## src/rtl/i2s_rx_if.sv

```systemverilog
`timescale 1ns/1ps
`default_nettype none
// ============================================================================
//  Module   : i2s_rx_if
//  Purpose  : Pair-delivery bus between the I2S receiver and its consumer:
//             left/right sample words, valid/ready handshake, sticky overrun
//             flag and its clear strobe.
//  Revision : 1.0  initial release
// ============================================================================
interface i2s_rx_if #(
    parameter int WIDTH = 16
) ();

    logic [WIDTH-1:0] L_DATA;
    logic [WIDTH-1:0] R_DATA;
    logic             VALID;
    logic             READY;
    logic             OVERRUN;
    logic             CLR_OVR;

    // Receiver side: produces the pair and the status flag.
    modport master (
        output L_DATA,
        output R_DATA,
        output VALID,
        output OVERRUN,
        input  READY,
        input  CLR_OVR
    );

    // Consumer side: accepts pairs and clears the overrun flag.
    modport slave (
        input  L_DATA,
        input  R_DATA,
        input  VALID,
        input  OVERRUN,
        output READY,
        output CLR_OVR
    );

endinterface
`default_nettype wire

```

## src/rtl/i2s_rx.sv

```systemverilog
`timescale 1ns/1ps
`default_nettype none
// ============================================================================
//  Module   : i2s_rx
//  Purpose  : I2S slave receiver. Synchronizes the asynchronous board bit
//             clock, word select and data into CLK, deserializes MSB-first
//             words (left-justified / truncated to WIDTH), aligns frames so
//             that a pair always starts at left, and publishes each L/R pair
//             on a valid/ready handshake with a sticky overrun flag.
//  Revision : 1.0  initial release
// ============================================================================
module i2s_rx #(
    parameter int WIDTH = 16
) (
    input  wire logic  CLK,
    input  wire logic  n_RST,
    input  wire logic  I2S_SCLK,
    input  wire logic  I2S_WS,
    input  wire logic  I2S_SD,
    i2s_rx_if.master   bus
);

    localparam int               CW        = $clog2(WIDTH + 1);
    localparam logic [CW-1:0]    WIDTH_CNT = CW'(WIDTH);
    localparam logic [WIDTH-1:0] MSB_MASK  = {1'b1, {(WIDTH-1){1'b0}}};

    typedef enum logic [1:0] {
        SEEK   = 2'd0,
        SYNC_R = 2'd1,
        SYNC_L = 2'd2,
        GOT_L  = 2'd3
    } state_t;

    // Synchronizer chains; index 0 is the first stage, SCLK has a third
    // stage purely for edge detection.
    logic [2:0]       sclk_sync_q, sclk_sync_d;
    logic [1:0]       ws_sync_q,   ws_sync_d;
    logic [1:0]       sd_sync_q,   sd_sync_d;

    // Deserializer
    logic             ws_prev_q,   ws_prev_d;
    logic [WIDTH-1:0] shift_q,     shift_d;
    logic [CW-1:0]    cnt_q,       cnt_d;
    logic [WIDTH-1:0] word_q,      word_d;
    logic             word_end_q,  word_end_d;
    logic             new_ch_q,    new_ch_d;

    // Framing FSM and output registers
    state_t           state_q,     state_d;
    logic [WIDTH-1:0] hold_q,      hold_d;
    logic [WIDTH-1:0] l_data_q,    l_data_d;
    logic [WIDTH-1:0] r_data_q,    r_data_d;
    logic             valid_q,     valid_d;
    logic             overrun_q,   overrun_d;

    logic             rise;
    logic             ws_cur;
    logic             sd_cur;
    logic [WIDTH-1:0] bit_word;
    logic             publish;
    logic             accept;

    assign rise   = sclk_sync_q[1] & ~sclk_sync_q[2];
    assign ws_cur = ws_sync_q[1];
    assign sd_cur = sd_sync_q[1];
    assign accept = valid_q & bus.READY;

    // Synchronize the board lines and assemble words on each SCLK rise.
    always_comb begin
        sclk_sync_d = {sclk_sync_q[1:0], I2S_SCLK};
        ws_sync_d   = {ws_sync_q[0], I2S_WS};
        sd_sync_d   = {sd_sync_q[0], I2S_SD};

        ws_prev_d   = ws_prev_q;
        shift_d     = shift_q;
        cnt_d       = cnt_q;
        word_d      = word_q;
        word_end_d  = 1'b0;
        new_ch_d    = new_ch_q;

        // Bits land directly at their left-justified position, so a short
        // word is already zero-padded and bits past WIDTH are dropped.
        bit_word = shift_q;
        if (cnt_q < WIDTH_CNT && sd_cur) begin
            bit_word = shift_q | (MSB_MASK >> cnt_q);
        end

        if (rise) begin
            ws_prev_d = ws_cur;
            if (ws_cur != ws_prev_q) begin
                // This rise carries the LSB of the word owned by ws_prev.
                word_d     = bit_word;
                word_end_d = 1'b1;
                new_ch_d   = ws_cur;
                shift_d    = '0;
                cnt_d      = '0;
            end else begin
                shift_d = bit_word;
                if (cnt_q != WIDTH_CNT) begin
                    cnt_d = cnt_q + CW'(1);
                end
            end
        end
    end

    // Frame alignment: discard words until a clean left word begins.
    always_comb begin
        state_d = state_q;
        hold_d  = hold_q;
        publish = 1'b0;
        if (word_end_q) begin
            case (state_q)
                SEEK:    state_d = new_ch_q ? SYNC_R : SYNC_L;
                SYNC_R:  state_d = SYNC_L;
                SYNC_L: begin
                    hold_d  = word_q;
                    state_d = GOT_L;
                end
                GOT_L: begin
                    publish = 1'b1;
                    state_d = SYNC_L;
                end
                default: state_d = SEEK;
            endcase
        end
    end

    // Handshake and overrun: newest pair always wins; a same-cycle accept
    // consumes the old pair so no overrun is flagged.
    always_comb begin
        l_data_d  = l_data_q;
        r_data_d  = r_data_q;
        valid_d   = valid_q & ~accept;
        overrun_d = overrun_q & ~bus.CLR_OVR;
        if (publish) begin
            l_data_d = hold_q;
            r_data_d = word_q;
            valid_d  = 1'b1;
            if (valid_q && !bus.READY) begin
                overrun_d = 1'b1;
            end
        end
    end

    // State registers.
    always_ff @(posedge CLK or negedge n_RST) begin
        if (!n_RST) begin
            sclk_sync_q <= '0;
            ws_sync_q   <= '0;
            sd_sync_q   <= '0;
            ws_prev_q   <= 1'b0;
            shift_q     <= '0;
            cnt_q       <= '0;
            word_q      <= '0;
            word_end_q  <= 1'b0;
            new_ch_q    <= 1'b0;
            state_q     <= SEEK;
            hold_q      <= '0;
            l_data_q    <= '0;
            r_data_q    <= '0;
            valid_q     <= 1'b0;
            overrun_q   <= 1'b0;
        end else begin
            sclk_sync_q <= sclk_sync_d;
            ws_sync_q   <= ws_sync_d;
            sd_sync_q   <= sd_sync_d;
            ws_prev_q   <= ws_prev_d;
            shift_q     <= shift_d;
            cnt_q       <= cnt_d;
            word_q      <= word_d;
            word_end_q  <= word_end_d;
            new_ch_q    <= new_ch_d;
            state_q     <= state_d;
            hold_q      <= hold_d;
            l_data_q    <= l_data_d;
            r_data_q    <= r_data_d;
            valid_q     <= valid_d;
            overrun_q   <= overrun_d;
        end
    end

    assign bus.L_DATA  = l_data_q;
    assign bus.R_DATA  = r_data_q;
    assign bus.VALID   = valid_q;
    assign bus.OVERRUN = overrun_q;

endmodule
`default_nettype wire

```

## src/flat_wrapper.sv

```systemverilog
// flat-port wrapper written by rule: the top's interface ports become plain ports
module i2s_rx_flat 
#(
    parameter int WIDTH = 16
)
  (CLK, n_RST, I2S_SCLK, I2S_WS, I2S_SD, bus_L_DATA, bus_R_DATA, bus_VALID, bus_OVERRUN, bus_READY, bus_CLR_OVR);
  i2s_rx_if #(.WIDTH(WIDTH)) bus_i ();
  input  wire logic CLK;
  input  wire logic n_RST;
  input  wire logic I2S_SCLK;
  input  wire logic I2S_WS;
  input  wire logic I2S_SD;
  output wire logic [$bits(bus_i.L_DATA)-1:0] bus_L_DATA;
  output wire logic [$bits(bus_i.R_DATA)-1:0] bus_R_DATA;
  output wire logic [$bits(bus_i.VALID)-1:0] bus_VALID;
  output wire logic [$bits(bus_i.OVERRUN)-1:0] bus_OVERRUN;
  input wire logic [$bits(bus_i.READY)-1:0] bus_READY;
  input wire logic [$bits(bus_i.CLR_OVR)-1:0] bus_CLR_OVR;
  assign bus_L_DATA = bus_i.L_DATA;
  assign bus_R_DATA = bus_i.R_DATA;
  assign bus_VALID = bus_i.VALID;
  assign bus_OVERRUN = bus_i.OVERRUN;
  assign bus_i.READY = bus_READY;
  assign bus_i.CLR_OVR = bus_CLR_OVR;
  i2s_rx #(.WIDTH(WIDTH)) u_core (.CLK(CLK), .n_RST(n_RST), .I2S_SCLK(I2S_SCLK), .I2S_WS(I2S_WS), .I2S_SD(I2S_SD), .bus(bus_i));
endmodule
```

## config.mk

```make
export PLATFORM = sky130hd
export DESIGN_NAME = i2s_rx_flat
export DESIGN_NICKNAME = d
export VERILOG_FILES = /design/src/rtl/i2s_rx_if.sv /design/src/rtl/i2s_rx.sv /design/src/flat_wrapper.sv
export SDC_FILE = /design/constraint.sdc
export NUM_CORES = 1
export LEC_CHECK = 0
export CAP_MARGIN = 25
export CORE_ASPECT_RATIO = 2
export CORE_MARGIN = 8
export CORE_UTILIZATION = 40
export CTS_CLUSTER_DIAMETER = 120
export DETAILED_ROUTE_END_ITERATION = 8
export SYNTH_ARGS = -nofsm -noshare
export SYNTH_HDL_FRONTEND = slang
export SYNTH_SLANG_ARGS = --single-unit
```

## constraint.sdc

```tcl
create_clock -name CLK -period 2.4 [get_ports CLK]
set_input_delay 0.36 -clock CLK [delete_from_list [all_inputs] [get_ports CLK]]
set_output_delay 0.36 -clock CLK [all_outputs]
set_load 0.01 [all_outputs]
```

## Word level (Yosys, flattened, before mapping)

Cells that the tools add are included.

- Order comparisons: 1
- Multiplexer cells: 13
- Eq/ne operators: 5
- $add $sub $neg: 1
- Reductions and logical operators: 9
- Shifts and indexed selects: 1
- Bitwise logic cells: 8

Operators with widths:

| kind | number |
|---|---|
| $mux 16 | 2 |
| $or 16x16->16 | 1 |
| $shr 16x5->16 const A | 1 |
| $mux 5 | 2 |
| $mux 1 | 7 |
| $pmux 2 s3 | 1 |
| $reduce_and 2->1 | 3 |
| $add 5x1->5 const B | 1 |
| $lt 5x5->1 const B | 1 |
| $ne 5x5->1 const B | 1 |
| $and 1x1->1 | 4 |
| $eq 2x2->1 const B | 2 |
| $not 1->1 | 3 |
| $eq 2x1->1 const B | 1 |
| $logic_and 1x1->1 | 2 |
| $logic_not 2->1 | 1 |
| $mux 2 | 1 |
| $reduce_bool 2->1 | 1 |
| $reduce_or 2->1 | 1 |
| $logic_not 1->1 | 1 |
| $ne 1x1->1 | 1 |

- Word-level logic and storage cells: 53
- Output and inout port bits: 34
- Register bits after elaboration: 99

## Longest topological paths before layout

- Word-level depth: 4
- Mapped depth: 5
- Gate-level depth less buffers: 5

## Worst setup path before layout

No wires, ideal clock.

- Path type: register to register
- Start point: register u_core.cnt_q[0]
- End point: register u_core.cnt_q[2]
- Data required time: 2.317 ns
- Library setup time: 0.083 ns
- Data arrival time: 1.454 ns
- Clock period less this slack: 1.537 ns
- Setup slack: 0.863 ns
- Cell stages (with the launch flop): 5
- Path through: dfrtp_1 -> ha_1 -> ha_1 -> or4_1 -> o21ai_0

- Word-level cells in the longest chain between the ends: 3
- Elaborated cells on any way between the ends: 6

RTL lines:

| element | RTL line | text |
|---|---|---|
| start, declared | i2s_rx.sv:43 | `logic [CW-1:0] cnt_q, cnt_d;` |
| start signal, assigned | i2s_rx.sv:169 | `cnt_q <= cnt_d;` |
| $add 5x1->5 or $ne 5x5->1 (tied branches) | i2s_rx.sv:100, i2s_rx.sv:99 |  |
| $mux 5 or $reduce_bool 2->1 (tied branches) | - |  |
| $mux 5 or $reduce_and 2->1 (tied branches) | - |  |

Several ways; a longest one is shown, not always the timed one. The select of a mux whose other input is x is not followed.
A chain may end at the register's enable or synchronous reset.

## Worst setup path after layout

- Start point: register u_core.word_end_q
- End point: register u_core.r_data_q[12] (netlist: u_core.bus.R_DATA[12])

- Word-level cells in the longest chain between the ends: 1

RTL lines:

| element | RTL line | text |
|---|---|---|
| start, declared | i2s_rx.sv:45 | `logic word_end_q, word_end_d;` |
| start signal, assigned | i2s_rx.sv:171 | `word_end_q <= word_end_d;` |
| $mux 1 | i2s_rx.sv:111 | `if (word_end_q) begin` |
| end signal, assigned | i2s_rx.sv:176 | `r_data_q <= r_data_d;` |
| end, declared | i2s_rx.sv:52 | `logic [WIDTH-1:0] r_data_q, r_data_d;` |

No other way between the ends.

==> key figures <==
Layout
  – Layout overhead on the synthesized area: 20.8%
  – Inserted Diodes: 0
  – Share of post-route cells with drive strength above 1: between 20% and 30%
  – Fill cells: 882
  – Final nets: 352
  – Most frequent cells in the layout: 99 x dfrtp_1, 49 x mux2_2, 45 x a21oi_1, 39 x clkdlybuf4s50_1
  – Post-route insts no fill: ~470
  – Fin util: between 40% and 50%
  – Commonest non-fill, non-tap cell in the layout: dfrtp_1

STA
  – Least-Margin Pin Slew: roughly 0.8 ns
  – Worst relative slew slack: 45.1%
  – Hold Fails Final Rpt: 0
  – Tcrit/Tclk final: 73.9%
  – Clock skew: about 0.0054 ns
  – Fin. max-slew vios: 0
  – # setup viols final: 0
  – F_max: approximately 0.56 GHz
  – RSZ-0062 raised after global routing: no
  – Slack of the critical path: 0.627 ns
  – Fin Hold WS: 0.0573 ns
  – Fin crit period: 1.77 ns
  – Setup TNS: 0 ns

Power
  – P_leak: 2.09 nW
  – Power density cells: around 1100 nW/um^2
  – Peak VDD IR: approximately 400 uV

Floorplanning
  – DIE WIDTH: 86.0 um
  – DIE HEIGHT: between 150 and 200 um
  – Ports: slightly above 40
  – Starting density of the core: about two fifths
  – Core Rows: 51
  – DIE AREA: roughly 13000 um^2
  – Core area: 9640 um^2

Clocking
  – CTS H-Tree Depth: 3
  – CTS Buf Count: 9
  – Hold buffers post-CTS: 0
  – Post-CTS setup repair buffer count: 0
  – Worst-Skew Late Latency: 0.34 ns
  – Clk pin slew, worst setup/hold paths: 0.06 ns
  – Clock sink count: 99
  – Root Buffer: clkbuf_16
  – Clock tree buffer depth: 2
  – TritonCTS clock tree: done
  – Resized Gates After CTS: 0

Placement
  – Final GP Congestion: 0.789
  – # placed instances: 460
  – Post-DP HPWL: 4.95 mm
  – Pre-CTS setup slack: just under 0.6 ns
  – Port bufs: 40

Global routing
  – Number of global-route vias before repair: about 2500
  – Pin count of the biggest net entering global routing: 55
  – Grt total ovfl: 0
  – Initial antenna violation count: 0
  – Global-route wire length before repair: 12.6 mm
  – GR Util All Layers: 12.0%

Setup path
  – Startpoint types: flop
  – Worst path max stage delay: 0.65 ns
  – Reg2reg setup slack: 0.63 ns
  – Reg2reg start: u_core.word_end_q$_DFF_PN0_
  – CP Class: reg -> reg
  – Reg2Reg Depth: 2
  – Worst-path maximum fanout: 34
  – CP Data Required Time: 2.61 ns
  – Setup crit end kind: flop
  – Crit path cell chain: nand3_2 -> mux2_2
  – Worst EP arrival: 1.99 ns
  – Slowest stage cell, crit path: nand3_2
  – RR Endpoint: u_core.bus.R_DATA[12]$_DFFE_PN0P_

Status
  – Status: finished clean

Drt
  – Via density: 5.13
  – Wire per inst: 15.5 um
  – Starting DRT DRC Count: 166
  – Antenna viol nets, final: 0
  – Remaining DRCs: 0
  – Detailed Route WL: 7.33 mm
  – Via total after detailed routing: roughly 2400
  – DR pass1 iterations: 4

Synth
  – Cell Area, Synth: roughly 3900 um^2
  – Post-synthesis cell count: 299
  – Synthesized flop and latch total: about 100
  – Syn Nets: 312
  – Synth cell types: 33
  – Seq/Total Area, Yosys: 63.3%
  – Yosys warning count: 0
  – Syn avg cell area: 13.1 um^2

Run
  – Maxcap violations: 0

Hold path
  – Worst min path class: in -> async
==> sequential cells by signal (all words and copies together) (netlist names) <==
name	count
u_core.shift_q	16
u_core.word_q	16
u_core.bus.OVERRUN	1
u_core.state_q	2
u_core.cnt_q	5
u_core.hold_q	16
u_core.word_end_q	1
u_core.bus.VALID	1
u_core.bus.L_DATA	16
u_core.sd_sync_q	2
u_core.ws_prev_q	1
u_core.new_ch_q	1
u_core.sclk_sync_q	3
u_core.ws_sync_q	2
u_core.bus.R_DATA	16
==> kinds of logic after synthesis <==
kind of cell    count (synthesis)  share of synthesized area (%)
flops                          99                           63.3
compound gates                 78                           11.3
mux                            49                           14.1
simple gates                   42                           6.01
buf+inv                        24                           3.19
fa+ha+maj                       6                           1.92
xor+xnor                        1                          0.224
==> where the power goes <==
group | total [mW] | internal (mW) | leakage (nW) | switching, mW
combinational | 1.45 | 0.875 | 0.707 | 0.579
clock | 1.38 | 0.820 | 0.141 | 0.556
sequential | 2.49 | 2.20 | 1.24 | 0.290
==> cells in the mapped netlist (all sizes together) <==
| cell type | instances | share of area (%) |
|---|---|---|
| inv | 6 | 0.58 |
| nand2 | 7 | 0.67 |
| a22o | 1 | 0.22 |
| nor2 | 16 | 1.5 |
| nand3 | 2 | 0.51 |
| nand3b | 1 | 0.19 |
| nor3b | 1 | 0.32 |
| a21o | 1 | 0.19 |
| o211ai | 1 | 0.19 |
| and3b | 1 | 0.22 |
| ha | 6 | 1.9 |
| nor2b | 4 | 0.64 |
| a31oi | 16 | 2.6 |
| nand2b | 2 | 0.32 |
| o22ai | 1 | 0.16 |
| clkbuf | 3 | 0.32 |
| a21oi | 45 | 5.8 |
| dfrtp | 99 | 63 |
| a41oi | 6 | 1.3 |
| nor4bb | 2 | 0.51 |
| and2 | 1 | 0.16 |
| o21ai | 7 | 0.89 |
| nand4bb | 1 | 0.29 |
| buf | 15 | 2.3 |
| mux2 | 49 | 14 |
| or3 | 2 | 0.32 |
| or4 | 1 | 0.19 |
| xor2 | 1 | 0.22 |
| nor3 | 1 | 0.13 |
==> how the worst max path moves through the flow <==
stage                                 from                                end  slack [ns]
4_1_cts        u_core.word_end_q$_DFF_PN0_  u_core.bus.R_DATA[12]$_DFFE_PN0P_        0.57
2_1_floorplan  u_core.cnt_q[0]$_DFFE_PN0P_        u_core.cnt_q[2]$_DFFE_PN0P_        0.86
5_1_grt        u_core.word_end_q$_DFF_PN0_  u_core.bus.R_DATA[12]$_DFFE_PN0P_        0.42
3_5_place_dp   u_core.word_end_q$_DFF_PN0_  u_core.bus.R_DATA[12]$_DFFE_PN0P_        0.58
6_report       u_core.word_end_q$_DFF_PN0_  u_core.bus.R_DATA[12]$_DFFE_PN0P_        0.63
3_3_place_gp   u_core.word_end_q$_DFF_PN0_  u_core.bus.R_DATA[10]$_DFFE_PN0P_        0.64
==> stage by stage <==
stage	total power, mW	area [um^2]
after floorplan	3.25	3920
after global placement	3.96	4450
after detailed placement	4.02	4450
after CTS	5.41	4730
after global routing	5.65	4730
final	5.32	4730
==> final cells by class <==
cell class              instances  area, um^2  share of cell area, %
flip-flops and latches         99        2480                   52.4
multi-input cells             176        1320                   27.9
repair buffers                 47         463                   9.79
clock buffers                  11         243                   5.13
well taps                     132         165                   3.49
clock inverters                 3        40.0                  0.846
inverters                       6        22.5                  0.476
==> critical path, delay by kind of cell (launching register included) <==
family           cells  cell delay (ns)
flip-flops           1             0.43
multiplexers         1             0.54
AND/OR/NAND/NOR      1             0.65
==> routing by layer <==
metal  vias up  global-route usage (%)  wire length [um]
met1      1226                    14.0              2980
met5         -                       0                 0
li1       1152                       -                 -
met3        12                    3.22               301
met2        40                    19.7              3880
met4         0                    5.89               164
(Power assumes the default switching activity.)
